$ cat src/rtl/gs_pkg.sv
// Shared fixed-point formats, widths and FSM states for the Gauss-Seidel row update.
package gs_pkg;

  localparam int FRAC_X = 16;
  localparam int FRAC_R = 30;
  localparam int COEF_W = 8;
  localparam int X_W    = 32;
  localparam int B_W    = 16;

  localparam logic signed [X_W-1:0] MAX_X = 32'sh7FFF_FFFF;
  localparam logic signed [X_W-1:0] MIN_X = 32'sh8000_0000;

  typedef enum logic [2:0] {
    S_IDLE,
    S_ACC,
    S_WAIT_R,
    S_MUL,
    S_SAT
  } state_t;

endpackage

$ cat src/rtl/gs_mac.sv
// Registered signed multiply-subtract accumulator: acc <= acc - coef*xj,
// or acc <= b << FRAC_X when a new row is loaded.
module gs_mac
  import gs_pkg::*;
#(
  parameter int ACC_W = 48
) (
  input  logic                    clk,
  input  logic                    reset,
  input  logic                    load,
  input  logic signed [B_W-1:0]   b,
  input  logic                    sub_en,
  input  logic signed [COEF_W-1:0] coef,
  input  logic signed [X_W-1:0]   xj,
  output logic signed [ACC_W-1:0] acc
);

  logic signed [COEF_W+X_W-1:0] term;

  assign term = coef * xj;

  // b is an integer, so it enters the accumulator already aligned to Q.16.
  always_ff @(posedge clk or posedge reset) begin
    if (reset) begin
      acc <= '0;
    end else if (load) begin
      acc <= ACC_W'(b) << FRAC_X;
    end else if (sub_en) begin
      acc <= acc - ACC_W'(term);
    end
  end

endmodule

$ cat src/rtl/gs_row_update.sv
// One Gauss-Seidel row update: x_new = (b - sum a_ij*x_j) * (1/a_ii), Q16.16 out.
// Define GS_ROW_SAT_EN to clamp the result to the 32-bit signed range instead of wrapping.
module gs_row_update
  import gs_pkg::*;
#(
  parameter int N     = 16,
  parameter int ACC_W = 48
) (
  input  logic        i_clk,
  input  logic        i_reset,
  input  logic        i_start,
  input  logic [15:0] i_b,
  input  logic        i_coef_valid,
  input  logic [7:0]  i_coef,
  input  logic [31:0] i_xj,
  output logic        o_coef_ready,
  input  logic        i_recip_valid,
  input  logic [31:0] i_recip,
  output logic        o_busy,
  output logic        o_valid,
  output logic [31:0] o_x_new
);

  localparam int CNT_W = $clog2(N);
  localparam int PW    = ACC_W + X_W;

  state_t                   state;
  logic [CNT_W-1:0]         count;
  logic                     recip_got;
  logic signed [X_W-1:0]    recip;
  logic signed [ACC_W-1:0]  acc;
  logic signed [PW-1:0]     prod;
  logic signed [PW-1:0]     q;
  logic [X_W-1:0]           result;
  logic                     take;
  logic                     load;
  logic                     last;
  logic                     cap;

  assign take = i_coef_valid && (state == S_ACC);
  assign load = i_start && (state == S_IDLE);
  assign last = take && (count == CNT_W'(N - 2));
  assign cap  = ((state == S_ACC) || (state == S_WAIT_R)) && !recip_got && i_recip_valid;

  assign o_busy       = (state != S_IDLE);
  assign o_coef_ready = (state == S_ACC);

  gs_mac #(.ACC_W(ACC_W)) mac (
    .clk    (i_clk),
    .reset  (i_reset),
    .load   (load),
    .b      ($signed(i_b)),
    .sub_en (take),
    .coef   ($signed(i_coef)),
    .xj     ($signed(i_xj)),
    .acc    (acc)
  );

  // Q.46 product back to Q.16; arithmetic shift floors toward -inf.
  assign q = prod >>> FRAC_R;

`ifdef GS_ROW_SAT_EN
  always_comb begin
    result = q[X_W-1:0];
    if (q > PW'(MAX_X)) begin
      result = MAX_X;
    end else if (q < PW'(MIN_X)) begin
      result = MIN_X;
    end
  end
`else
  logic unused_bits;
  assign unused_bits = ^{q[PW-1:X_W], prod[FRAC_R-1:0]};
  assign result = q[X_W-1:0];
`endif

  // A reciprocal arriving together with the last pair counts as already captured.
  always_ff @(posedge i_clk or posedge i_reset) begin
    if (i_reset) begin
      state     <= S_IDLE;
      count     <= '0;
      recip_got <= 1'b0;
      recip     <= '0;
      prod      <= '0;
      o_valid   <= 1'b0;
      o_x_new   <= '0;
    end else begin
      o_valid <= 1'b0;
      if (cap) begin
        recip     <= $signed(i_recip);
        recip_got <= 1'b1;
      end
      case (state)
        S_IDLE: begin
          if (i_start) begin
            state     <= S_ACC;
            count     <= '0;
            recip_got <= 1'b0;
          end
        end
        S_ACC: begin
          if (take) begin
            count <= count + 1'b1;
            if (last) begin
              state <= (recip_got || i_recip_valid) ? S_MUL : S_WAIT_R;
            end
          end
        end
        S_WAIT_R: begin
          if (i_recip_valid) begin
            state <= S_MUL;
          end
        end
        S_MUL: begin
          prod  <= PW'(acc) * PW'(recip);
          state <= S_SAT;
        end
        S_SAT: begin
          o_x_new <= result;
          o_valid <= 1'b1;
          state   <= S_IDLE;
        end
        default: state <= S_IDLE;
      endcase
    end
  end

endmodule

$ cat config.mk
export PLATFORM = sky130hd
export DESIGN_NAME = gs_row_update
export DESIGN_NICKNAME = d
export VERILOG_FILES = /design/src/rtl/gs_pkg.sv /design/src/rtl/gs_mac.sv /design/src/rtl/gs_row_update.sv
export SDC_FILE = /design/constraint.sdc
export NUM_CORES = 2
export LEC_CHECK = 0
export CAP_MARGIN = 15
export CORE_ASPECT_RATIO = 0.6
export CORE_MARGIN = 2
export CORE_UTILIZATION = 63
export DETAILED_ROUTE_END_ITERATION = 16
export PLACE_DENSITY = 0.87
export SETUP_SLACK_MARGIN = 0.15
export SLEW_MARGIN = 20
export SYNTH_ARGS = -nofsm -noshare
export SYNTH_HDL_FRONTEND = slang
export SYNTH_HIERARCHICAL = 1
export SYNTH_SLANG_ARGS = --single-unit
export TNS_END_PERCENT = 50
$ cat constraint.sdc
create_clock -name i_clk -period 22.2 [get_ports i_clk]
set_input_delay 2.22 -clock i_clk [delete_from_list [all_inputs] [get_ports i_clk]]
set_output_delay 2.22 -clock i_clk [all_outputs]
set_load 0.02 [all_outputs]
==> results.yml <==
placed_design:
  place_area_um2: 61620
  gp_congestion: 0.9669
  hpwl_um: 124300
  place_inst: 7574
  portBuffers: 127
grt:
  grt_antenna_before_repair: 8
  grt-ovfl-total: 0
  track_usage_pct: 34.80
  grt_pass1_wl_um: 262700
  grt_start_max_net_pins: 68
  grt_pass1_vias: 48420
sta:
  max-slew-margin-rel_pct: 27.32
  fmax_mhz: 111.2
  max_slew.worst_pin.slew_ps: 1090
  finalSetupTns_ps: 0
  setup_viol: 0
  hold_viol_final: 0
  finalCriticalPeriod_ps: 8996
  finalClockSkew_ps: 18.27
  min_period_over_period_pct: 40.52
  report.final.slew_viol_count: 0
  rsz0062_at_grt: "no"
final_layout:
  fin_util_pct: 66.43
  fillers: 6846
  finalInstanceArea_um2: 62260
  syn2layout_area_growth_pct: 4.701
  drive_above_1_share_pct: 3.758
  fin_cells: 7607
  finish.net_count: 8245
route:
  vias: 44010
  ant_nets: 0
  drt_first_pass_iters: 6
  wl_um: 161100
  routedWlPerCell_um: 21.18
  drt_iter0_drc: 4481
  vias_per_cell: 5.785
  drc: 0
synthesis:
  ys_ff_latch: 153
  syn-num-nets: 8364
  synth_ff_type: "dfrtp_1"
  synth.avg_cell_area_um2: 9.196
  netlist_instances: 6466
  synth_cell_types: 80
  synthArstFlopShare_pct: 100.0
  ys_seq_area_share_pct: 6.439
  synth_edf_count: 0
  yosysWarnings: 6
  synth_area_um2: 59460
critical_path:
  worst_ep_arrival_time_ps: 9350
  timing.rr.start: "recip[5]"
  startpoint: "recip[5]"
  cp_data_required_time_ps: 22550
  cp-start-kind: "flop"
  path_max_fanout: 30
  endpoint_kind: "flop"
  path_class: "flop to flop"
run:
  cap_viol_max_count: 0
clocking:
  clkLatencyLatePin_ps: 500
  cts_tree: "yes"
  cts_resized: 0
  post-cts-setup-buffer-count: 0
  cts.path.max_buffers: 2
  htreeDepth: 4
  root_buffer: "clkbuf_16"
  tritoncts.num_buffers: 17
  cts_hold_buf: 0
  clk_pin_slew_ps: 70
  clock-sinks: 153
floorplanning:
  die_h_um: 242.0
  die-area_um2: 96940
  io-pin-count: 128
  start_util_pct: 63.45
  rows: 87
  die_x_um: 400.6
  core_area_um2: 93720
outcome:
  status: "complete, no violations"
hold_path:
  hp-class: "flop to flop"
  hold_start: "prod[51]"
==> worst paths after layout <==
path                       slack, ps     endpoint  cells after the start
min in group asynchronous       2250    recip[26]                      2
max                            13200     prod[59]                     26
max reg2reg                    13200     prod[59]                     26
min                              480     prod[51]                      2
min reg2reg                      480     prod[51]                      2
max in group asynchronous      18710  o_x_new[10]                      3
==> cell families after synthesis <==
family | count (synthesis) | share of synthesized area [%]
mux | 86 | 1.584
xor+xnor | 124 | 1.826
compound gates | 408 | 4.478
buf+inv | 1959 | 12.39
fa+ha+maj | 1805 | 57.12
flops | 153 | 6.439
simple gates | 1931 | 16.16
==> synthesized netlist by cell type, types with 18 or more instances <==
cell / number / area (um2)
nand3_1: 29 / 145.1
ha_1: 289 / 3616
inv_1: 1611 / 6047
nor2_1: 94 / 352.8
a21o_1: 54 / 405.4
xor2_1: 34 / 297.8
fa_1: 1516 / 30350
xnor2_1: 90 / 788.3
o21ai_0: 78 / 390.4
nand2_1: 897 / 3367
a21oi_1: 127 / 635.6
clkbuf_1: 326 / 1224
dfrtp_1: 153 / 3829
o21bai_1: 20 / 150.1
mux2_2: 65 / 732.0
and2_1: 782 / 4892
nand4_1: 18 / 112.6
mux2i_1: 21 / 210.2
nor2b_1: 38 / 237.7
==> routing by layer <==
metal  part of all wire (%)  up-vias  track usage, %
met1                     38    22220           48.78
met3                     14      484           10.87
met2                     44     2993           51.54
met4                    4.2        4           12.51
li1                       -    18300               -
met5                  0.019        -               0
==> layout make-up <==
| cell class | count | area, um2 | share of cell area [%] |
|---|---|---|---|
| clock inverters | 13 | 192.7 | 0.3095 |
| multi-input cells | 4354 | 48290 | 77.55 |
| diodes | 1 | 2.502 | 0.004019 |
| repair buffers | 208 | 1869 | 3.002 |
| well taps | 1246 | 1559 | 2.504 |
| clock buffers | 19 | 442.9 | 0.7114 |
| flip-flops and latches | 153 | 3851 | 6.186 |
| inverters | 1613 | 6057 | 9.729 |
==> cell usage in the layout (no fill, tap or decap), types with 5 or more instances in the layout <==
| cell type | count |
|---|---|
| nand4_1 | 18 |
| a21o_1 | 54 |
| ha_1 | 289 |
| fa_1 | 1516 |
| mux2_2 | 65 |
| dfrtp_1 | 135 |
| a221o_1 | 5 |
| clkdlybuf4s50_1 | 125 |
| dfrtp_2 | 18 |
| xor2_1 | 34 |
| nand2_1 | 897 |
| o31a_1 | 6 |
| a211oi_1 | 10 |
| clkbuf_16 | 17 |
| and3_1 | 11 |
| mux2i_1 | 21 |
| nor2b_1 | 38 |
| o31ai_1 | 10 |
| nor3_1 | 16 |
| o21ai_0 | 78 |
| a21oi_1 | 127 |
| inv_1 | 1607 |
| o21ai_1 | 15 |
| nor2_1 | 93 |
| and2_1 | 782 |
| xnor2_1 | 90 |
| a31oi_1 | 10 |
| nand3_1 | 28 |
| o21bai_1 | 20 |
| o211ai_1 | 9 |
| or3_1 | 9 |
| buf_4 | 81 |
| a21oi_2 | 5 |
| nand2b_1 | 16 |
| o21a_1 | 12 |
==> stage by stage <==
step	worst slack, ps	hold WS, ps
floorplan	14730	433.1
finish	13200	476.9
global placement	13140	455.2
global route	12960	500.1
detailed placement	13010	469.9
CTS	13370	484.3
==> worst max-delay path: stages, from the launching register on <==
cell       delay, ps
dfrtp_1          800
buf_4            590
nand2_1          180
fa_1             570
inv_1             60
fa_1             430
fa_1             550
inv_1             50
fa_1             480
inv_1             50
fa_1             490
fa_1             520
fa_1             510
inv_1             50
fa_1             500
inv_1             50
ha_1             330
and2_2           200
nor3b_2          180
nor3b_2          210
and3_1           210
a21oi_1          120
o2111ai_1        760
a31oi_1          300
o31ai_1          360
xnor2_1          160
o21ai_1           70
==> state kept, by name, summed over array words and instances (netlist names) <==
register,flops
count,4
mac/acc,48
o_valid,1
o_x_new,32
prod,32
recip,32
recip_got,1
state,3
Power is not shown: default switching activity piles up to over one toggle a cycle in this logic, so the estimate is an artifact.
